$ cat config.mk
export PLATFORM = sky130hd
export DESIGN_NAME = decode_stage
export DESIGN_NICKNAME = d
export VERILOG_FILES = /design/src/rtl/decode_stage.sv
export SDC_FILE = /design/constraint.sdc
export NUM_CORES = 1
export LEC_CHECK = 0
export ABC_AREA = 1
export BUFFER_PORTS_ARGS = -buffer_cell sky130_fd_sc_hd__clkbuf_2
export CAP_MARGIN = 25
export CORE_MARGIN = 8
export CORE_UTILIZATION = 63
export DETAILED_ROUTE_END_ITERATION = 10
export PLACE_DENSITY_LB_ADDON = 0.08
export SETUP_SLACK_MARGIN = 0.4
export SLEW_MARGIN = 20
export SYNTH_ARGS = -nofsm -noshare
export SYNTH_HDL_FRONTEND = slang
export SYNTH_SLANG_ARGS = --single-unit
$ cat constraint.sdc
create_clock -name clk -period 3.8 [get_ports clk]
set_input_delay 0.19 -clock clk [delete_from_list [all_inputs] [get_ports clk]]
set_output_delay 0.19 -clock clk [all_outputs]
set_load 0.01 [all_outputs]
$ cat src/rtl/decode_stage.sv
// LC-3b decode stage: DE latch, 8x16 register file, NZP register and AGEX latch.
// Operands are read with writeback bypass; RAW/CC hazards against AGEX and MEM raise dep_stall.
module decode_stage #(
   parameter logic [2:0] RESET_CC = 3'b010
) (
   input  logic        clk,
   input  logic        rst_n,
   input  logic        ld_de,
   input  logic [15:0] de_npc_in,
   input  logic [15:0] de_ir_in,
   input  logic        de_v_in,
   input  logic        mem_stall,
   input  logic        v_mem_ld_reg,
   input  logic [2:0]  mem_dr,
   input  logic        v_mem_ld_cc,
   input  logic        sr_ld_reg,
   input  logic [2:0]  sr_dr,
   input  logic [15:0] sr_data,
   input  logic        sr_ld_cc,
   output logic        dep_stall,
   output logic        v_de_br_stall,
   output logic        agex_v,
   output logic [15:0] agex_npc,
   output logic [15:0] agex_ir,
   output logic [15:0] agex_sr1,
   output logic [15:0] agex_sr2,
   output logic [2:0]  agex_cc,
   output logic [2:0]  agex_dr,
   output logic        agex_ld_reg,
   output logic        agex_ld_cc
);

   typedef struct packed {
      logic        v;
      logic [15:0] npc;
      logic [15:0] ir;
      logic [15:0] sr1;
      logic [15:0] sr2;
      logic [2:0]  cc;
      logic [2:0]  dr;
      logic        ld_reg;
      logic        ld_cc;
   } agex_t;

   logic             de_v;
   logic [15:0]      de_npc;
   logic [15:0]      de_ir;
   logic [7:0][15:0] rf;
   logic [2:0]       cc;
   agex_t            ag;
   agex_t            ag_d;

   // ---------------- DE latch ----------------
   always_ff @(posedge clk or negedge rst_n) begin
      if (!rst_n) begin
         de_v   <= 1'b0;
         de_npc <= '0;
         de_ir  <= '0;
      end else if (ld_de) begin
         de_v   <= de_v_in;
         de_npc <= de_npc_in;
         de_ir  <= de_ir_in;
      end
   end

   // ---------------- decode ----------------
   logic [3:0] op;
   logic       is_alu, is_shf, is_ld, is_st, is_jmp, is_jsr, is_trap, is_lea, is_br;
   logic       sr1_used, sr2_used, dec_ld_reg, dec_ld_cc;
   logic [2:0] sr1_addr, sr2_addr, dec_dr;

   assign op      = de_ir[15:12];
   assign is_alu  = (op == 4'b0001) || (op == 4'b0101) || (op == 4'b1001);
   assign is_shf  = (op == 4'b1101);
   assign is_ld   = (op == 4'b0010) || (op == 4'b0110);
   assign is_st   = (op == 4'b0011) || (op == 4'b0111);
   assign is_jmp  = (op == 4'b1100);
   assign is_jsr  = (op == 4'b0100);
   assign is_trap = (op == 4'b1111);
   assign is_lea  = (op == 4'b1110);
   assign is_br   = (op == 4'b0000);

   assign sr1_addr   = de_ir[8:6];
   // Stores carry their data register in the DR field.
   assign sr2_addr   = is_st ? de_ir[11:9] : de_ir[2:0];
   assign sr1_used   = is_alu | is_shf | is_ld | is_st | is_jmp | (is_jsr & ~de_ir[11]);
   assign sr2_used   = (is_alu & ~de_ir[5]) | is_st;
   assign dec_ld_reg = is_alu | is_shf | is_ld | is_lea | is_jsr | is_trap;
   assign dec_ld_cc  = is_alu | is_shf | is_ld;
   assign dec_dr     = (is_jsr | is_trap) ? 3'd7 : de_ir[11:9];

   // ---------------- operand read with writeback bypass ----------------
   logic [2:0]  sr_nzp, cc_rd;
   logic [15:0] sr1_rd, sr2_rd;

   assign sr_nzp = sr_data[15]       ? 3'b100 :
                   (sr_data == 16'h0) ? 3'b010 : 3'b001;
   assign sr1_rd = (sr_ld_reg && (sr_dr == sr1_addr)) ? sr_data : rf[sr1_addr];
   assign sr2_rd = (sr_ld_reg && (sr_dr == sr2_addr)) ? sr_data : rf[sr2_addr];
   assign cc_rd  = sr_ld_cc ? sr_nzp : cc;

   always_ff @(posedge clk or negedge rst_n) begin
      if (!rst_n) begin
         rf <= '0;
         cc <= RESET_CC;
      end else begin
         if (sr_ld_reg) rf[sr_dr] <= sr_data;
         if (sr_ld_cc)  cc <= sr_nzp;
      end
   end

   // ---------------- dependency detection ----------------
   // SR-stage writes are covered by the bypass, so only AGEX and MEM are producers.
   logic sr1_hit, sr2_hit, cc_hit;

   assign sr1_hit = (ag.v & ag.ld_reg & (ag.dr == sr1_addr)) |
                    (v_mem_ld_reg & (mem_dr == sr1_addr));
   assign sr2_hit = (ag.v & ag.ld_reg & (ag.dr == sr2_addr)) |
                    (v_mem_ld_reg & (mem_dr == sr2_addr));
   assign cc_hit  = (ag.v & ag.ld_cc) | v_mem_ld_cc;

   assign dep_stall = de_v & ((sr1_used & sr1_hit) | (sr2_used & sr2_hit) |
                              (is_br & cc_hit));
   assign v_de_br_stall = de_v & (is_br | is_jmp | is_jsr | is_trap);

   // ---------------- AGEX latch ----------------
   always_comb begin
      ag_d        = '0;
      ag_d.v      = de_v & ~dep_stall;
      ag_d.npc    = de_npc;
      ag_d.ir     = de_ir;
      ag_d.sr1    = sr1_rd;
      ag_d.sr2    = sr2_rd;
      ag_d.cc     = cc_rd;
      ag_d.dr     = dec_dr;
      ag_d.ld_reg = ag_d.v & dec_ld_reg;
      ag_d.ld_cc  = ag_d.v & dec_ld_cc;
   end

   always_ff @(posedge clk or negedge rst_n) begin
      if (!rst_n) begin
         ag    <= '0;
         ag.cc <= RESET_CC;
      end else if (!mem_stall) begin
         ag <= ag_d;
      end
   end

   assign agex_v      = ag.v;
   assign agex_npc    = ag.npc;
   assign agex_ir     = ag.ir;
   assign agex_sr1    = ag.sr1;
   assign agex_sr2    = ag.sr2;
   assign agex_cc     = ag.cc;
   assign agex_dr     = ag.dr;
   assign agex_ld_reg = ag.ld_reg;
   assign agex_ld_cc  = ag.ld_cc;

endmodule

Yosys cells after proc, flatten, opt, wreduce, memory -nomap -nowiden
Cells that the tools add are included.

Flip-flop bits (word level): 237. Word-level logic and storage cells: 103. Output and inout port bits: 75. Bits of input ports: 63.

Reductions and logical operators: 9. Mux-type cells: 14. Order comparisons: 4. Bitwise operators: 37. Equality and inequality tests: 18.

Operators by type and width (count): $bwmux W128 (1); $bmux W16 S3 (2); $mux W16 (5); $demux W16 S3 (1); $eq A4 B4 Y1 const B (5); $eq A3 B3 Y1 (6); $or A1 B1 Y1 (18); $and A1 B1 Y1 (16); $eq A4 B3 Y1 const B (4); $logic_not A16 Y1 (1); $lt A3 B4 Y1 const B (3); $mux W3 (4); $eq A4 B2 Y1 const B (2); $eq A4 B1 Y1 const B (1); $logic_not A4 Y1 (1); $logic_or A1 B1 Y1 (4); $ge A3 B1 Y1 const B (1); $logic_and A1 B1 Y1 (3); $not A1 Y1 (3); $mux W2 (1).

Logic depth before layout (Yosys ltp)
Gate-level depths: netlist of run 1.

Depth in word-level cells: 15. Gate-level depth with buffers: 15. Gate-level depth less buffers: 13.

Worst setup path after synthesis of run 1
Ideal clock, no wire load.

Path type: flip-flop to output port. Start point: register de_ir[15]. End point: output port dep_stall. Path buffers: 1. Setup slack: 2.096 ns. Arrival: 1.514 ns. Stages on the path, launching flop included: 13. Data required time: 3.610 ns. Cells stage by stage: dfrtp_1 -> inv_4 -> nand3_4 -> nand2_2 -> nand2_1 -> buf_4 -> nand2_1 -> nand2_1 -> nor2_1 -> nand2_1 -> nand2_1 -> nand2_1 -> a21oi_1.

Word-level cells in the longest chain between the ends: 12. Elaborated cells between the ends (all ways): 35. Classes of those cells: 12 x eq/ne; 1 x mux; 17 x bitwise; 5 x reduce/logical.

RTL lines: start, declared (RTL line 47) `logic [15:0] de_ir;`; start signal, assigned (RTL line 62) `de_ir <= de_ir_in;`; $eq A4 B1 Y1 / $eq A4 B3 Y1 (equally long branches) (RTL line 73) `assign is_alu = (op == 4'b0001) || (op == 4'b0101) || (op == 4'b1001);`; $logic_or A1 B1 Y1 (2 in a row) (RTL line 73); $or A1 B1 Y1 (5 in a row) (RTL line 86) `assign sr1_used = is_alu | is_shf | is_ld | is_st | is_jmp | (is_jsr & ~de_ir[11]);`; $and A1 B1 Y1 (RTL line 122) `assign dep_stall = de_v & ((sr1_used & sr1_hit) | (sr2_used & sr2_hit) |`; $or A1 B1 Y1 (RTL line 122); $or A1 B1 Y1 * (RTL line 122); $and A1 B1 Y1 * (RTL line 122); end, declared (RTL line 20) `output logic dep_stall,`.

Every way passes the cells marked *; elsewhere a longest branch is shown, timed or not.

Final worst setup path of run 1
Start point: register de_ir[13]. End point: output port dep_stall.

Same word-level chain as after synthesis.

==> results.toml, run 1 <==
[final_layout]
final_common_cell = "nand2_1"
regArea_um2 = 5930
largest_reg_flops = 128
final_cell_mix = "nand2_1, o21ai_0, dfrtp_1"
final_nets = 1736
largest-register = "rf"
n_antenna_cell = 0
nFillCells = 1404
multi_input_area_um2 = 4920
syn_to_final_growth_pct = 16.3
layout-drive-gt1-share = 0.126

[logic_synthesis]
avgSynthCellArea_um2 = 7.58
syn_nets = 1611
synth.distinct_cells = 30
synth_area_um2 = 11700
yosys_warnings = 0
synth_cells = 1548
synth-seq-area-share = 0.505
ys_seq_elements = 237

[sta]
finalCritPeriodShare = 0.816
max_clock_freq_ghz = 0.322
fin_skew_ns = 0.0122
fin_crit_ns = 3.10
relSlewSlack = 0.348
finalMaxSlewViolations = 0
grt_setup_unrepaired = "false"
setup_viol = 0
setup_ws_ns = 0.699
fin_setup_tns_ns = 0
hold_viol = 0
worst_pin_slew_ns = 0.978

[clock_network]
cts_inserted_buffers = 25
cts.reportedPaths.clkPinSlew_ns = 0.06
cts_tree = "done"
cts.sinks = 237
cts_resized = 0
clk_latency_ns = 0.53
htreeDepth = 1
clock_path_buffers = 3
cts_root_buf = "clkbuf_16"

[hold_path]
whs_path_depth = 3
hold_end = "agex_sr1[9]$_DFFE_PN0N_"
hp-start = "sr_data[9]"
hp-class = "in -> reg"

[detailed_routing]
drc_errors = 0
via_per_inst = 6.05
first_iter_violations = 1291
wl_per_cell_um = 19.5
ant_nets = 0
num_vias = 11600
firstDrtPassIters = 5
detail_route.wirelength_mm = 37.4

[setup_path]
r2r_cells = 9
cp.arrival_ns = 2.91
cp_cell_sequence = "nand2_1, nor2_1, nand2_1, nand2_2, nor2_1, nor2_1, nand2_1, nand2_1, nand2_1, a21oi_1, clkbuf_2"
startpoint_type = "flop"
crit_slowest_cell = "nand2_2"
worst_ep_required_time_ns = 3.61
crit_type = "reg -> out"
ff2ff_setup_slack_ns = 1.08
worstPathBufferInverterCount = 1
path_delay_family = "simple AND/OR/NAND/NOR gates"
slowest_delay_ns = 0.65
r2r_start = "de_ir[13]$_DFFE_PN0P_"
endpoint_kind = "primary output"
crit_path_frequent_cell = "nand2_1"
critPathMaxFanout = 34
reg2reg_to = "agex_sr2[7]$_DFFE_PN0N_"

[grt]
grt_pass1_wl_mm = 59.7
grt-ovfl-total = 0
antenna_found_initial = 0
grtUsageTotal = 0.317
grt_pass1_vias = 11000
grt_max_degree = 130

[die]
die_h_um = 152
start_util = 0.634
io_pins = 138
die_area_um2 = 23300
rows = 50
die_w_um = 152
core_area_um2 = 18500

[pwr]
p_leak_nw = 6.79
ir_worst_vdd_uv = 419
power_density_nw_per_um2 = 525
total_power_w = 0.00717

[place]
place.gp.congestion = 0.921
io_buffers = 137
pre_cts_ws_ns = 1.22
hpwl_mm = 23.0

[run]
cap_violations = 0

[outcome]
status = "finished, final reports clean"
==> synth_stat cells <==
master	instances	area (um^2)
nand2_1	461	1730
dfrtp_1	235	5880
buf_4	4	30.0
o21ai_2	2	17.5
o31ai_1	1	7.51
a31oi_1	15	93.8
inv_4	2	12.5
nand2_4	1	11.3
nor2_4	1	11.3
nand3_4	1	17.5
clkbuf_1	68	255
nor2_1	93	349
nand4_1	8	50.1
o211ai_1	14	105
inv_1	123	462
buf_1	6	22.5
xnor2_1	5	43.8
nand2_2	7	43.8
dfstp_2	2	52.6
buf_2	20	100
nor4_1	5	31.3
buf_6	1	11.3
o21ai_0	260	1300
o22ai_1	14	87.6
inv_2	1	3.75
nand3_1	134	671
nor2_8	1	20.0
nor3_1	1	5.00
a21oi_1	47	235
o21ai_1	15	75.1
==> metal layers <==
| layer | track usage | vias to the layer above | wire length (um) |
|---|---|---|---|
| met3 | 0.0706 | 140 | 4270 |
| met1 | 0.423 | 5428 | 14900 |
| met4 | 0.147 | 0 | 1690 |
| met5 | 0 | - | 0 |
| li1 | - | 5305 | - |
| met2 | 0.487 | 752 | 16500 |
==> kinds of logic after synthesis <==
group / count (synthesis) / synth area share
AOI/OAI and AO/OA: 368 / 0.164
DFF: 237 / 0.505
buffers and inverters: 225 / 0.0764
and+or+nand+nor: 713 / 0.251
xor gates and xnor gates: 5 / 0.00373
==> stage by stage <==
stage / util / cells / hold WS, ns / area, um^2
floorplan: - / 1548 / -0.106 / 11700
global placement: 0.674 / 1838 / 0.371 / 12500
detailed placement: 0.674 / 1838 / 0.374 / 12500
CTS: 0.737 / 1921 / 0.0201 / 13600
global route: 0.737 / 1921 / 0.0201 / 13600
finish: 0.737 / 1921 / 0.0223 / 13600
==> area by class of cell <==
cell class	count	share of cell area
flip-flops and latches	237	0.435
clock buffers	38	0.0531
well taps	234	0.0215
clock inverters	3	0.00110
multi-input cells	1086	0.361
repair buffers	197	0.0935
inverters	126	0.0350
==> worst max-delay path by stage <==
| stage | start | end | cells past startpoint |
|---|---|---|---|
| global route | de_ir[13]$_DFFE_PN0P_ | dep_stall | 11 |
| CTS | de_ir[13]$_DFFE_PN0P_ | dep_stall | 11 |
| floorplan | de_ir[15]$_DFFE_PN0P_ | dep_stall | 12 |
| global placement | de_ir[13]$_DFFE_PN0P_ | agex_sr2[1]$_DFFE_PN0N_ | 9 |
| detailed placement | de_ir[13]$_DFFE_PN0P_ | agex_sr2[1]$_DFFE_PN0N_ | 9 |
| finish | de_ir[13]$_DFFE_PN0P_ | dep_stall | 11 |
==> timing repair <==
item,CTS,global route
buffers inserted,0,0
endpoints found under the hold margin,168,0
hold buffers,42,0
setup endpoints to repair,0,0
==> report_power, final <==
part / leakage, nW / switching, W / internal [W]
Sequential: 2.93 / 0.000326 / 0.00294
Combinational: 3.50 / 0.00106 / 0.000577
Clock: 0.365 / 0.000964 / 0.00130
==> tightest hold or removal path: cells and delay by family <==
family	cells	cell delay, ns
compound gates	2	0.21
buf+inv	1	0.10
(Power assumes the default switching activity.)
==> inputs of run 2 (changes only) <==
--- a/config.mk
+++ b/config.mk
@@ -9,7 +9,7 @@
 export BUFFER_PORTS_ARGS = -buffer_cell sky130_fd_sc_hd__clkbuf_2
 export CAP_MARGIN = 25
 export CORE_MARGIN = 8
-export CORE_UTILIZATION = 63
+export CORE_UTILIZATION = 59
 export DETAILED_ROUTE_END_ITERATION = 10
 export PLACE_DENSITY_LB_ADDON = 0.08
 export SETUP_SLACK_MARGIN = 0.4
==> constraint.sdc (replaced) <==
create_clock -name clk -period 3.2 [get_ports clk]
set_input_delay 0.16 -clock clk [delete_from_list [all_inputs] [get_ports clk]]
set_output_delay 0.16 -clock clk [all_outputs]
set_load 0.01 [all_outputs]
==> results.toml, run 2 (synthesized netlist as in run 1, its figures left out) <==
[outcome]
status = "finished, final reports clean"

[sta]
fin_setup_tns_ns = 0
finalMaxSlewViolations = 0
setup_viol = 0
worst_pin_slew_ns = 0.947
fin_skew_ns = 0.0227
grt_setup_unrepaired = "false"
hold_viol = 0
relSlewSlack = 0.368
finalCritPeriodShare = 0.814
fin_crit_ns = 2.60
max_clock_freq_ghz = 0.384

[final_layout]
final_nets = 1754
largest-register = "rf"
largest_reg_flops = 128
nFillCells = 1606
syn_to_final_growth_pct = 18.7
n_antenna_cell = 0
final_common_cell = "nand2_1"
layout-drive-gt1-share = 0.135
final_cell_mix = "nand2_1, o21ai_0, dfrtp_1"
final_area_um2 = 13900

[detailed_routing]
firstDrtPassIters = 6
via_per_inst = 5.80
drc_errors = 0
wl_per_cell_um = 18.8
ant_nets = 0
num_vias = 11400
first_iter_violations = 1311
detail_route.wirelength_mm = 37.1

[die]
rows = 51
core_area_um2 = 19500
io_pins = 138
die_area_um2 = 24700
start_util = 0.601
die_h_um = 157
die_w_um = 157

[setup_path]
worstPathBufferInverterCount = 1
startpoint_type = "flop"
crit_slowest_cell = "dfrtp_1"
worst_ep_required_time_ns = 3.04
path_delay_family = "simple AND/OR/NAND/NOR gates"
slowest_delay_ns = 0.51
crit_type = "reg -> out"
endpoint_kind = "primary output"
cp.arrival_ns = 2.44
cp_cell_sequence = "nand2_1, nor2_1, nand2_1, nand2_2, nor2_1, nor2_1, nand2_1, nand2_1, nand2_1, a21oi_1, clkbuf_2"
crit_path_frequent_cell = "nand2_1"
critPathMaxFanout = 11

[run]
cap_violations = 0

[place]
io_buffers = 137
place.gp.congestion = 0.889
hpwl_mm = 23.5
place_area_um2 = 12600

[hold_path]
hp-class = "in -> reg"

[grt]
grtUsageTotal = 0.299
antenna_found_initial = 0
grt_max_degree = 91
grt-ovfl-total = 0
grt_pass1_vias = 10400
grt_pass1_wl_mm = 58.0

[pwr]
swShare = 0.321
ir_worst_vdd_uv = 464
p_comb_frac = 0.222
p_int_w = 0.00600
seq_power_share = 0.438
p_leak_nw = 6.92
p_clk_frac = 0.340
power_density_nw_per_um2 = 634
p_sw_w = 0.00283

[clock_network]
cts_inserted_buffers = 25
clk_latency_ns = 0.54
cts.reportedPaths.clkPinSlew_ns = 0.06
cts_root_buf = "clkbuf_16"
cts_tree = "done"
cts.sinks = 237
htreeDepth = 1
clock_path_buffers = 3
cts_resized = 0
run 2: cell types whose count changed in the layout (fill, tap and decap cells not counted), moves of 4 or more:
cell	change
bufinv_16	+4
clkbuf_1	-5
dlygate4sd3_1	+4
buf_4	+13
run 2: routing by layer:
metal  routed length (um)  vias to the layer above  part of all wire  track usage
met5                    0                        -                 0            0
met2                16700                      613              0.45        0.471
met4                 1150                        0             0.031        0.102
met1                15200                     5389              0.41        0.415
met3                 4090                       99              0.11       0.0488
li1                     -                     5338                 -            -
run 2: path summary, 6_finish.rpt:
check	from	to	slack (ns)	cells past startpoint
max	de_ir[13]$_DFFE_PN0P_	dep_stall	0.60	11
min	sr_data[10]	agex_sr1[10]$_DFFE_PN0N_	0.004	3
max reg2reg	de_ir[13]$_DFFE_PN0P_	agex_sr2[15]$_DFFE_PN0N_	0.91	12
min reg2reg	agex_cc[1]$_DFFE_PN1N_	agex_cc[1]$_DFFE_PN1N_	0.48	2
max in group asynchronous	rst_n	cc[1]$_DFF_PN1_	2.08	3
min in group asynchronous	rst_n	de_npc[0]$_DFFE_PN0P_	0.24	2
run 2: layout make-up:
type                            count  area, um^2  share of cell area
Clock inverter                     13         174              0.0125
Sequential cell                   237        5930               0.426
Timing Repair Buffer              215        1430               0.103
Multi-Input combinational cell   1086        4920               0.353
Inverter                          126         478              0.0343
Tap cell                          265         332              0.0238
Clock buffer                       30         664              0.0477
run 2: stage by stage:
| stage | worst slack, ns | hold WS (ns) | power (W) | utilization | std cells |
|---|---|---|---|---|---|
| finish | 0.596 | 0.00369 | 0.00883 | 0.714 | 1972 |
| global placement | 1.02 | 0.217 | 0.00573 | 0.647 | 1883 |
| global route | 0.407 | 0.0310 | 0.00925 | 0.714 | 1972 |
| CTS | 0.628 | 0.00122 | 0.00883 | 0.714 | 1972 |
| floorplan | 1.53 | -0.136 | 0.00504 | - | 1548 |
| detailed placement | 0.972 | 0.223 | 0.00579 | 0.647 | 1883 |
run 2: tightest hold or removal path, delay by kind of cell:
family                 cells  cell delay [ns]
buffers and inverters      1             0.10
AO/OA/AOI/OAI              2             0.22
run 2: power by group through the flow:
stage	Clock, W	Sequential [W]	Combinational [W]
global route	0.00314	0.00392	0.00219
detailed placement	0	0.00390	0.00188
floorplan	0	0.00387	0.00117
finish	0.00300	0.00387	0.00196
global placement	0	0.00389	0.00184
CTS	0.00303	0.00385	0.00194
run 2: what timing repair did:
item	in CTS	in global routing
hold endpoints to repair	134	0
buffers inserted	0	0
hold buffers	46	0
